File: src/rtl/rf_wb_arbiter.sv
// ---------------------------------------------------------------------------
// rf_wb_arbiter
//
// Owns the single register-file write port and arbitrates between two
// writers:
//   P : the pipeline writeback stage (no backpressure, highest priority)
//   M : a multi-cycle unit using a valid/ready handshake
// A 32-entry busy scoreboard tracks registers with an outstanding M
// operation so the decode stage can detect RAW hazards on ra/rb.
//
// Optional feature (macro RF_WB_STARVE_EN):
//   When defined, a 4-bit starvation counter counts consecutive cycles in
//   which M is valid but not granted. When the count reaches STARVE_LIMIT
//   the pipeline is frozen for exactly one cycle (p_stall) and M is granted
//   in that cycle. When undefined, p_stall is tied low and M may wait
//   indefinitely behind a busy pipeline.
//
// Parameters:
//   STARVE_LIMIT  stalled M cycles before the pipeline is frozen (1..15)
//
// Ports:
//   clk, reset_n              clock, asynchronous active-low reset
//   p_we, p_rw, p_w           pipeline writeback request
//   m_valid, m_rw, m_w        M write request (held until m_ready)
//   m_ready                   combinational grant to M
//   m_issue, m_issue_rd       M operation issued; marks m_issue_rd busy
//   ra, rb                    read addresses to hazard-check
//   busy_a, busy_b            scoreboard bits of ra / rb
//   p_stall                   registered one-cycle pipeline freeze
//   rf_we, rf_rw, rf_w        registered register-file write port
// ---------------------------------------------------------------------------
module rf_wb_arbiter #(
  parameter int STARVE_LIMIT = 4
) (
  input  logic        clk,
  input  logic        reset_n,
  input  logic        p_we,
  input  logic [4:0]  p_rw,
  input  logic [31:0] p_w,
  input  logic        m_valid,
  input  logic [4:0]  m_rw,
  input  logic [31:0] m_w,
  output logic        m_ready,
  input  logic        m_issue,
  input  logic [4:0]  m_issue_rd,
  input  logic [4:0]  ra,
  input  logic [4:0]  rb,
  output logic        busy_a,
  output logic        busy_b,
  output logic        p_stall,
  output logic        rf_we,
  output logic [4:0]  rf_rw,
  output logic [31:0] rf_w
);

  generate
    if (STARVE_LIMIT < 1 || STARVE_LIMIT > 15) begin : g_bad_limit
      $error("rf_wb_arbiter: STARVE_LIMIT must be within 1..15");
    end
  endgenerate

  // -------------------------------------------------------------------------
  // Arbitration
  // -------------------------------------------------------------------------
  logic p_accept;
  logic m_grant;

  // M may go when P is idle, when P is frozen, or when M's write is a
  // discard (destination 0) and therefore does not need the write port.
  assign m_ready  = m_valid & (~p_we | p_stall | (m_rw == 5'd0));
  assign p_accept = p_we & ~p_stall;
  assign m_grant  = m_valid & m_ready;

  // -------------------------------------------------------------------------
  // Registered write port (one-cycle latency from acceptance)
  // -------------------------------------------------------------------------
  logic        rf_we_reg,  rf_we_next;
  logic [4:0]  rf_rw_reg,  rf_rw_next;
  logic [31:0] rf_w_reg,   rf_w_next;

  always_comb begin
    rf_we_next = 1'b0;
    rf_rw_next = rf_rw_reg;
    rf_w_next  = rf_w_reg;
    if (p_accept) begin
      rf_we_next = (p_rw != 5'd0);
      rf_rw_next = p_rw;
      rf_w_next  = p_w;
    end else if (m_grant) begin
      rf_we_next = (m_rw != 5'd0);
      rf_rw_next = m_rw;
      rf_w_next  = m_w;
    end
  end

  always_ff @(posedge clk or negedge reset_n) begin
    if (!reset_n) begin
      rf_we_reg <= 1'b0;
      rf_rw_reg <= 5'd0;
      rf_w_reg  <= 32'd0;
    end else begin
      rf_we_reg <= rf_we_next;
      rf_rw_reg <= rf_rw_next;
      rf_w_reg  <= rf_w_next;
    end
  end

  assign rf_we = rf_we_reg;
  assign rf_rw = rf_rw_reg;
  assign rf_w  = rf_w_reg;

  // -------------------------------------------------------------------------
  // Scoreboard clear pipeline
  // An accepted M write clears its busy bit at the end of the cycle in which
  // it is presented on rf_we, so the register reads busy until the register
  // file actually holds the value. The grant is therefore delayed one stage.
  // -------------------------------------------------------------------------
  logic       clr_valid_reg, clr_valid_next;
  logic [4:0] clr_rd_reg,    clr_rd_next;

  always_comb begin
    clr_valid_next = m_grant & (m_rw != 5'd0);
    clr_rd_next    = m_rw;
  end

  always_ff @(posedge clk or negedge reset_n) begin
    if (!reset_n) begin
      clr_valid_reg <= 1'b0;
      clr_rd_reg    <= 5'd0;
    end else begin
      clr_valid_reg <= clr_valid_next;
      clr_rd_reg    <= clr_rd_next;
    end
  end

  // -------------------------------------------------------------------------
  // Busy scoreboard: register 0 has no storage and always reads not-busy.
  // -------------------------------------------------------------------------
  logic [31:1] busy_reg;
  logic [31:0] busy_vec;

  genvar gi;
  generate
    for (gi = 1; gi < 32; gi = gi + 1) begin : g_sb
      logic set_bit;
      logic clr_bit;

      assign set_bit = m_issue & (m_issue_rd == 5'(gi));
      assign clr_bit = clr_valid_reg & (clr_rd_reg == 5'(gi));

      // Set has priority so a re-issue in the clearing cycle keeps the bit.
      always_ff @(posedge clk or negedge reset_n) begin
        if (!reset_n) begin
          busy_reg[gi] <= 1'b0;
        end else begin
          busy_reg[gi] <= set_bit | (busy_reg[gi] & ~clr_bit);
        end
      end
    end
  endgenerate

  assign busy_vec = {busy_reg, 1'b0};
  assign busy_a   = busy_vec[ra];
  assign busy_b   = busy_vec[rb];

  // -------------------------------------------------------------------------
  // Starvation guard
  // -------------------------------------------------------------------------
`ifdef RF_WB_STARVE_EN
  localparam logic [3:0] LIMIT = 4'(STARVE_LIMIT);

  logic [3:0] starve_cnt_reg, starve_cnt_next;
  logic       p_stall_reg,    p_stall_next;

  // The freeze is scheduled on the edge where the count would reach the
  // limit, so the stall cycle immediately follows the last stalled cycle.
  always_comb begin
    starve_cnt_next = 4'd0;
    p_stall_next    = 1'b0;
    if (m_valid && !m_ready) begin
      if (starve_cnt_reg + 4'd1 == LIMIT) begin
        p_stall_next = 1'b1;
      end else begin
        starve_cnt_next = starve_cnt_reg + 4'd1;
      end
    end
  end

  always_ff @(posedge clk or negedge reset_n) begin
    if (!reset_n) begin
      starve_cnt_reg <= 4'd0;
      p_stall_reg    <= 1'b0;
    end else begin
      starve_cnt_reg <= starve_cnt_next;
      p_stall_reg    <= p_stall_next;
    end
  end

  assign p_stall = p_stall_reg;
`else
  assign p_stall = 1'b0;
`endif

endmodule

File: config.mk
export PLATFORM = sky130hd
export DESIGN_NAME = rf_wb_arbiter
export DESIGN_NICKNAME = d
export VERILOG_FILES = /design/src/rtl/rf_wb_arbiter.sv
export SDC_FILE = /design/constraint.sdc
export NUM_CORES = 1
export LEC_CHECK = 0
export CORE_ASPECT_RATIO = 0.5
export CORE_UTILIZATION = 45
export DETAILED_ROUTE_END_ITERATION = 10
export PLACE_DENSITY = 0.8
export SETUP_SLACK_MARGIN = 0.1
export SYNTH_ARGS = -nofsm -noshare
export SYNTH_HDL_FRONTEND = slang
export SYNTH_SLANG_ARGS = --single-unit
File: constraint.sdc
create_clock -name clk -period 1.8 [get_ports clk]
set_clock_uncertainty 0.1 [all_clocks]
set_input_delay 0.27 -clock clk [delete_from_list [all_inputs] [get_ports clk]]
set_output_delay 0.27 -clock clk [all_outputs]
set_load 0.005 [all_outputs]
==> results of run 1 <==
area by class of cell:
cell class | instances | area, um2
clock buffer | 12 | 236
clock inverter | 4 | 27.5
fill | 635 | 2370
inverter | 2 | 7.51
multi-input combinational | 284 | 1860
sequential | 75 | 1880
tap | 112 | 140
timing repair buffer | 167 | 1600
path summary, 6_finish.rpt:
check,depth (start not counted),end,slack (ns)
setup / recovery,6,busy_a,-0.34
hold / removal,2,clr_rd_reg[3],0.12
setup reg to reg,4,busy_reg[2],0.41
hold reg to reg,2,busy_reg[15],0.44
max in group asynchronous,3,clr_rd_reg[0],0.72
min in group asynchronous,2,rf_w[0],0.34
cells by family after synthesis:
kind of cell | synth area share [%]
DFF | 49.1
muxes | 18.5
AOI/OAI and AO/OA | 15.6
other | 0.0980
and+or+nand+nor | 14.0
buffers and inverters | 2.72
power by group:
part           internal (mW)  leakage [nW]  switching, mW
clock                  0.934         0.131          0.649
combinational          0.644          1.45          0.428
sequential              1.90         0.842          0.185
total                   3.48          2.42           1.26
synth_stat cells (all sizes together):
library cell,number
and2b,1
a21oi,5
nand3b,3
o211ai,1
inv,2
mux2,2
o21ai,100
a221oi,1
clkbuf,10
nor2b,6
and3b,1
nand2b,14
nand2,46
nand4,4
nor2,9
nand4b,4
dfrtp,75
a211oi,1
nor3,1
a21boi,1
mux2i,54
or2,4
conb,1
buf,10
mux4,6
nand3,12
o2111ai,1
or4,2
a22oi,4
worst register-to-register path, stage by stage (launching register included):
cell and delay, ns:
dfrtp_1 0.40, nor2b_1 0.27, nand2_1 0.15, o21ai_0 0.22, o21ai_0 0.13
per-stage QoR:
step	hold slack [ns]	setup slack (ns)	utilization (%)
finish	0.124	-0.340	70.8
global route	0.114	-0.407	70.8
CTS	0.342	-0.346	70.7
detailed placement	0.148	-0.866	67.0
global placement	0.145	-0.857	67.0
floorplan	-0.126	0.103	-
timing repair:
action,in CTS,in global routing
pin swaps,5,6
gates resized for setup,24,5
setup endpoints to repair,3,3
setup buffers,3,0
hold endpoints to repair,30,0
hold buffers,1,0
per-layer routing:
metal | vias to the layer above | GRT usage [%] | wire length [um] | part of all wire [%]
li1 | 1687 | - | - | -
met1 | 1675 | 29.9 | 4630 | 43
met2 | 100 | 45.0 | 5420 | 50
met3 | 16 | 6.76 | 563 | 5.2
met4 | 2 | 9.63 | 209 | 1.9
met5 | - | 0 | 13 | 0.12
==> impl_metrics.tcl, run 1 <==
set metrics [dict create \
    cp_cell_sequence "buf_6 -> mux4_2 -> nor2_2 -> or4_1 -> nand4_1 -> buf_2" \
    post-route-period-util_pct 119 \
    path_max_fanout 2 \
    seq_area_frac_synth_pct 49.1 \
    start_util_pct 47.1 \
    power.total_mw 4.74 \
    dp_hpwl_mm 8.13 \
    startpoint "busy_reg[7]" \
    ios 136 \
    drt-total-wl_mm 10.8 \
    worst-setup-path-type "register to output pin" \
    cts_tree "yes" \
    drive_above_1_share_pct 12.1 \
    avgSynthCellArea_um2 10.0 \
    vias 3480 \
    crit_required_ns 1.43 \
    max_stage_delay_ns 0.47 \
    critPathTopFamily "multiplexers" \
    leakage_nw 2.42 \
    fmax_ghz 0.467 \
    clockBufferDepth 2 \
    fp-row-count 23 \
    design_area_um2 5750 \
    layout_min_cycle_time_ns 2.14 \
    numCtsBuffers 9 \
    critPathLaunchType "register" \
    syn_inst 381 \
    final_cells 656 \
    drv_slew 0 \
    worst_pin_slew_ns 0.662 \
    hold_violations 0 \
    n_antenna_cell 0 \
    synthTopCellsByArea "dfrtp_1 49%, mux2i_1 14%, o21ai_0 13%, nand2_1 4.5%, nand2b_1 2.3%" \
    area_growth_syn_to_layout_pct 50.2 \
    fin_setup_tns_ns -0.672 \
    grtUsageTotal_pct 25.2 \
    finalSetupViolCount 2 \
    p_per_area_nw_per_um2 825 \
    ant_nets 0 \
    cts_num_sinks 75 \
    syn_area_um2 3820 \
    syn-num-nets 475 \
    cts_root_buf "clkbuf_16" \
    violations "negative setup slack" \
    netlist.area_leader.share_pct 49.1 \
    dieWidth_um 132 \
    place.gp.congestion 0.929 \
    hp-start "m_rw[3]" \
    die_area_um2 8890 \
    dr.first_iter.drc_count 284 \
    first_pass_iters 4 \
    layout_common_cells "122 x clkdlybuf4s50_1, 99 x o21ai_0, 75 x dfrtp_1" \
    grt_pass1_wl_mm 17.1 \
    critPathCaptureType "output pin" \
    chipHeight_um 67.2 \
    largest_reg_flops 32 \
    coreArea_um2 8120 \
    clk_pin_slew_worst_paths_ns 0.06 \
    clk_latency_ns 0.32 \
    synth_top_area_cell "dfrtp_1" \
    grt-ovfl-total 0 \
    slew_headroom_pct 55.9 \
    grt_max_degree 77 \
    h-tree-depth 3 \
    ys_types 34 \
    grt_pass1_vias 3414 \
    maxCapViolCount 0 \
    yosysWarnings 0 \
    vdd_drop_max_mv 0.532 \
    grt_setup_unrepaired "yes" \
    antenna_found_initial 1 \
    crit_arrival_ns 1.77 \
    route.detailed.drc 0 \
    setup_ws_ns -0.340 \
    hp-class "input pin to register" \
    synth-seq-cells 75 \
    place_area_um2 5440 \
    timing.rr.start "clr_valid_reg" \
    placed_cells 636 \
    crit_buf_inv 2 \
    slowest_stage "mux4_2" \
    status "complete, but fails checks" \
    io_buffers 134 \
    wl_per_cell_um 16.5 \
    layout.nets 633 \
    mostFrequentLayoutCell "clkdlybuf4s50_1" \
    viasPerCell 5.30 \
]
(Power assumes the default switching activity.)
==> inputs of run 2 (changes only) <==
--- a/config.mk
+++ b/config.mk
@@ -6,6 +6,7 @@
 export NUM_CORES = 1
 export LEC_CHECK = 0
 export CORE_ASPECT_RATIO = 0.5
+export CORE_MARGIN = 3
 export CORE_UTILIZATION = 45
 export DETAILED_ROUTE_END_ITERATION = 10
 export PLACE_DENSITY = 0.8
==> constraint.sdc (replaced) <==
create_clock -name clk -period 2.4 [get_ports clk]
set_clock_uncertainty 0.1 [all_clocks]
set_input_delay 0.36 -clock clk [delete_from_list [all_inputs] [get_ports clk]]
set_output_delay 0.36 -clock clk [all_outputs]
set_load 0.005 [all_outputs]
==> run 2 against run 1 <==
The run now ends clean. Critical path depth fell by 1. Die area rose by 9.2%. Largest power group unchanged. Sequential cell count did not move. Sequential share of layout area rose by 0.32 points.
==> impl_metrics.tcl, run 2 (synthesis results as in run 1) <==
set metrics [dict create \
    grt_setup_unrepaired "yes" \
    drv_slew 0 \
    viasPerCell 5.36 \
    antenna_found_initial 0 \
    finalSetupViolCount 0 \
    post-route-period-util_pct 94.1 \
    status "finished, final reports clean" \
    chipHeight_um 71.2 \
    vias 3492 \
    route.detailed.drc 0 \
    critPathLaunchType "register" \
    slew_headroom_pct 57.5 \
    fmax_ghz 0.443 \
    vdd_drop_max_mv 0.469 \
    grt_pass1_vias 3595 \
    routedLengthMet1_mm 4.53 \
    met3_length_um 668 \
    grt_pass1_wl_mm 18.0 \
    drt-total-wl_mm 10.9 \
    io_buffers 134 \
    routed.top_layer "met4" \
    mostFrequentLayoutCell "clkdlybuf4s50_1" \
    met2_length_mm 5.49 \
    n_fill_cell 680 \
    worst-setup-path-type "register to output pin" \
    wl_per_cell_um 16.7 \
    grt-ovfl-total 0 \
    p_per_area_nw_per_um2 631 \
    crit_arrival_ns 1.80 \
    clk_pin_slew_worst_paths_ns 0.06 \
    grtUsageTotal_pct 23.8 \
    n_antenna_cell 0 \
    ant_nets 0 \
    crit_required_ns 1.94 \
    cts_tree "yes" \
    power.total_mw 3.59 \
    maxCapViolCount 0 \
    largest_reg_flops 32 \
    place.gp.congestion 0.936 \
    start_util_pct 47.1 \
    dieWidth_um 136 \
    numCtsBuffers 9 \
    fp-row-count 23 \
    critPathCaptureType "output pin" \
    clk_latency_ns 0.34 \
    layout_min_cycle_time_ns 2.26 \
    utilization_pct 70.1 \
    layout_common_cells "122 x clkdlybuf4s50_1, 99 x o21ai_0, 75 x dfrtp_1" \
    grt_max_degree 77 \
    cts_root_buf "clkbuf_16" \
    dr.first_iter.drc_count 361 \
    worst_pin_slew_ns 0.638 \
    dp_hpwl_mm 8.12 \
    leakage_nw 2.38 \
    cts_num_sinks 75 \
    area_growth_syn_to_layout_pct 48.8 \
    ios 136 \
    coreArea_um2 8120 \
    hold_violations 0 \
    die_area_um2 9710 \
    hp-class "input pin to async pin" \
    first_pass_iters 4 \
    h-tree-depth 3 \
    drive_above_1_share_pct 11.1 \
    path_max_fanout 3 \
    layout.nets 628 \
    clockBufferDepth 2 \
]
## run 2: cell count changes in the layout (fill, tap and decap cells not counted), moves of 2 or more
cell,change
buf_6,-3
clkbuf_1,-3
dlygate4sd2_1,+2
inv_6,+2
## run 2: worst paths after layout
path / startpoint / endpoint / slack, ns / cells past startpoint
max: busy_reg[19] / busy_a / 0.14 / 5
min: reset_n / busy_reg[23] / 0.40 / 2
max reg2reg: clr_rd_reg[2] / busy_reg[8] / 0.97 / 4
min reg2reg: busy_reg[13] / busy_reg[13] / 0.46 / 2
max in group asynchronous: reset_n / busy_reg[27] / 1.15 / 3
min in group clk: m_rw[4] / clr_rd_reg[4] / 0.43 / 1
## run 2: cell type report
cell class | count | area [um2] | share of cell area (%)
clock buffer | 9 | 225 | 3.96
clock inverter | 7 | 52.6 | 0.923
inverter | 2 | 7.51 | 0.132
multi-input combinational | 284 | 1850 | 32.5
sequential | 75 | 1880 | 33.0
tap | 112 | 140 | 2.46
timing repair buffer | 162 | 1540 | 27.0
## run 2: per-layer routing
metal | vias up | track usage [%]
met5 | - | 0
met4 | 0 | 7.93
met3 | 18 | 7.10
met2 | 107 | 41.3
met1 | 1681 | 28.8
li1 | 1686 | -
## run 2: report_power, final
part           total, mW  internal, mW  switching (mW)
sequential          1.56          1.42           0.135
combinational      0.786         0.468           0.319
clock               1.25         0.706           0.540
## run 2: worst max-delay path, cell delays in order (launching register included)
cell      delay [ns]
dfrtp_1         0.42
mux4_2          0.48
mux2_4          0.28
nand3b_1        0.08
nand4_1         0.07
buf_2           0.13
## run 2: what timing repair did
action                                  in CTS  in global routing
endpoints found under the setup margin       3                  2
gates resized for setup                     18                  2
pin swaps                                    4                  3
cloned                                       0                  0
hold buffers                                 1                  0
hold endpoints to repair                    33                  0
setup buffers                                7                  0
## run 2: stage by stage
| step | cells | hold WS [ns] | setup TNS, ns | area (um2) | worst slack [ns] |
|---|---|---|---|---|---|
| 3_3_place_gp | 627 | 0.237 | -0.760 | 5360 | -0.431 |
| 5_1_grt | 651 | 0.439 | 0 | 5690 | 0.0614 |
| 4_1_cts | 651 | 0.422 | 0 | 5690 | 0.137 |
| 6_report | 651 | 0.400 | 0 | 5690 | 0.143 |
| 2_1_floorplan | 381 | -0.0356 | 0 | 3820 | 0.523 |
| 3_5_place_dp | 627 | 0.242 | -0.818 | 5360 | -0.459 |
==> inputs of run 3 (changes only) <==
--- a/config.mk
+++ b/config.mk
@@ -5,11 +5,12 @@
 export SDC_FILE = /design/constraint.sdc
 export NUM_CORES = 1
 export LEC_CHECK = 0
+export ABC_AREA = 1
 export CORE_ASPECT_RATIO = 0.5
 export CORE_MARGIN = 3
-export CORE_UTILIZATION = 45
+export CORE_UTILIZATION = 46
 export DETAILED_ROUTE_END_ITERATION = 10
-export PLACE_DENSITY = 0.8
+export PLACE_DENSITY = 0.81
 export SETUP_SLACK_MARGIN = 0.1
 export SYNTH_ARGS = -nofsm -noshare
 export SYNTH_HDL_FRONTEND = slang
==> run 3 against run 2 <==
Largest cell class unchanged. Setup slack improved by 0.32 ns. Total power is 5.2% higher. Sequential share of layout area fell by 0.24 points. Sequential cell count unchanged.
==> impl_metrics.tcl, run 3 <==
set metrics [dict create \
    dp_hpwl_mm 8.90 \
    maxCapViolCount 0 \
    crit_arrival_ns 2.08 \
    finalSetupViolCount 0 \
    n_antenna_cell 0 \
    fin_setup_tns_ns 0 \
    place.gp.congestion 0.932 \
    syn_inst 535 \
    vias 4113 \
    fmax_ghz 0.515 \
    critPathLaunchType "input pin" \
    power.switching_mw 1.04 \
    netlist.area_leader.share_pct 47.8 \
    cp_cell_sequence "clkdlybuf4s50_1 -> nor2_4 -> nand2_1 -> a22oi_1" \
    vdd_drop_max_mv 0.456 \
    crit_buf_inv 1 \
    first_pass_iters 5 \
    avgSynthCellArea_um2 7.34 \
    cts_tree "yes" \
    rr_endpoint "busy_reg[6]" \
    power_frac_seq_pct 41.5 \
    post-route-period-util_pct 80.9 \
    drive_above_1_share_pct 6.42 \
    n_fill_cell 669 \
    numCtsBuffers 9 \
    ios 136 \
    max_stage_delay_ns 0.73 \
    critPathCaptureType "register" \
    path_max_fanout 36 \
    coreArea_um2 8140 \
    die_area_um2 9740 \
    grt_pass1_wl_mm 19.7 \
    clk_latency_ns 0.33 \
    combPwrFrac_pct 20.6 \
    hp-class "input pin to async pin" \
    fp-row-count 23 \
    hold_violations 0 \
    grt_pass1_vias 3895 \
    largest_reg_flops 32 \
    layout_common_cells "218 x nand2_1, 123 x clkdlybuf4s50_1, 90 x nand3_1" \
    synth_top_flop_cell "dfrtp_1" \
    drv_slew 0 \
    h-tree-depth 3 \
    start_util_pct 48.2 \
    clockBufferDepth 2 \
    clkPwrFrac_pct 37.9 \
    antenna_found_initial 0 \
    leakage_nw 2.66 \
    cts_num_sinks 75 \
    synth_edf_count 0 \
    grt-ovfl-total 0 \
    dieWidth_um 137 \
    p_int_mw 2.74 \
    area_growth_syn_to_layout_pct 46.1 \
    timing.rr.start "clr_rd_reg[2]" \
    seq_area_frac_synth_pct 47.8 \
    utilization_pct 70.4 \
    worst_pin_slew_ns 0.935 \
    synthTopCellsByArea "dfrtp_1 48%, nand2_1 21%, nand3_1 12%, o21ai_0 7.7%, inv_1 2.9%" \
    slew_headroom_pct 37.7 \
    viasPerCell 5.26 \
    p_per_area_nw_per_um2 659 \
    dr.first_iter.drc_count 226 \
    crit_required_ns 2.54 \
    grtUsageTotal_pct 25.9 \
    grt_setup_unrepaired "no" \
    rr_worst_depth 5 \
    ant_nets 0 \
    syn-num-nets 629 \
    drt-total-wl_mm 12.3 \
    cts_root_buf "clkbuf_16" \
    synthArstFlopShare_pct 100 \
    io_buffers 134 \
    wl_per_cell_um 15.8 \
    worst-setup-path-type "input pin to register" \
    layout.nets 760 \
    status "finished, final reports clean" \
    ys_types 24 \
    r2r_slack_ns 1.02 \
    critPathTopFamily "simple AND/OR/NAND/NOR gates" \
    synth_commonest_cells "218 x nand2_1, 91 x nand3_1, 75 x dfrtp_1, 60 x o21ai_0, 30 x inv_1" \
    slowest_stage "nor2_4" \
    yosysWarnings 0 \
    chipHeight_um 71.3 \
    synth_top_area_cell "dfrtp_1" \
    grt_max_degree 76 \
    syn_area_um2 3930 \
    route.detailed.drc 0 \
    yosysMostFrequentCell "nand2_1" \
    layout_min_cycle_time_ns 1.94 \
    swShare_pct 27.5 \
    clk_pin_slew_worst_paths_ns 0.06 \
    mostFrequentLayoutCell "nand2_1" \
    synth-seq-cells 75 \
]
## run 3: cell count changes after synthesis, moves of 14 or more
cell | before | now
nand2b_1 | 14 | 0
o21ai_0 | 99 | 60
nand3_1 | 12 | 91
inv_1 | 2 | 30
mux2i_1 | 54 | 0
nand2_1 | 46 | 218
## run 3: what timing repair did
action                     in CTS  in global routing
setup buffers                   0                  0
resized for setup              13                  7
setup endpoints to repair       2                  3
pin swaps                       0                  1
hold buffers                    0                  0
cloned                          2                  0
## run 3: metrics by stage
stage	setup slack, ns	std cells	hold slack (ns)	power [mW]	instance area, um2
CTS	0.102	782	0.0986	3.79	5710
global placement	-0.122	765	0.378	2.33	5320
floorplan	0.891	535	-0.0356	1.88	3930
global route	0.370	782	0.134	3.95	5730
finish	0.458	782	0.0589	3.78	5730
detailed placement	-0.126	765	0.382	2.34	5320
## run 3: kinds of logic (layout without fill, tap and decap cells)
kind of cell	after synthesis	after routing	share of synthesized area, %
other	1	1	0.0955
DFF	75	75	47.8
AOI/OAI and AO/OA	67	67	8.80
and+or+nand+nor	333	333	35.5
buffers and inverters	59	194	7.78
## run 3: layout make-up
cell class	instances	area, um2	area share (%)
Tap cell	112	140	2.44
Clock buffer	9	225	3.93
Multi-Input combinational cell	401	1760	30.6
Clock inverter	6	87.6	1.53
Sequential cell	75	1880	32.7
Inverter	36	155	2.71
Timing Repair Buffer	143	1490	26.0
## run 3: worst max path at each step
stage           from  endpoint  slack [ns]  cells past startpoint
5_1_grt        rb[0]    busy_b        0.37                     10
3_3_place_gp   rb[0]    busy_b       -0.12                     12
2_1_floorplan  rb[0]    busy_b        0.89                     11
3_5_place_dp   rb[0]    busy_b       -0.13                     12
4_1_cts        rb[0]    busy_b        0.10                     10
6_report        p_we     rf_we        0.46                      4
## run 3: worst reg2reg max path: stages, from the launching register on
cell and delay, ns:
dfrtp_1 0.38, inv_1 0.05, nor2_1 0.28, nand2_1 0.12, o21ai_0 0.20, o21ai_0 0.12
## run 3: power by group through the flow
stage,Sequential [mW],Combinational [mW],Clock [mW]
floorplan,1.53,0.348,0
global placement,1.58,0.754,0
detailed placement,1.58,0.762,0
CTS,1.56,0.780,1.45
global route,1.58,0.865,1.50
finish,1.57,0.779,1.43
## run 3: metal layers
layer | share of wire [%] | up-vias | global-route usage [%]
met4 | 3.8 | 0 | 10.7
li1 | - | 1991 | -
met1 | 38 | 1875 | 30.6
met5 | 0 | - | 0
met2 | 49 | 208 | 43.4
met3 | 9.5 | 39 | 9.33
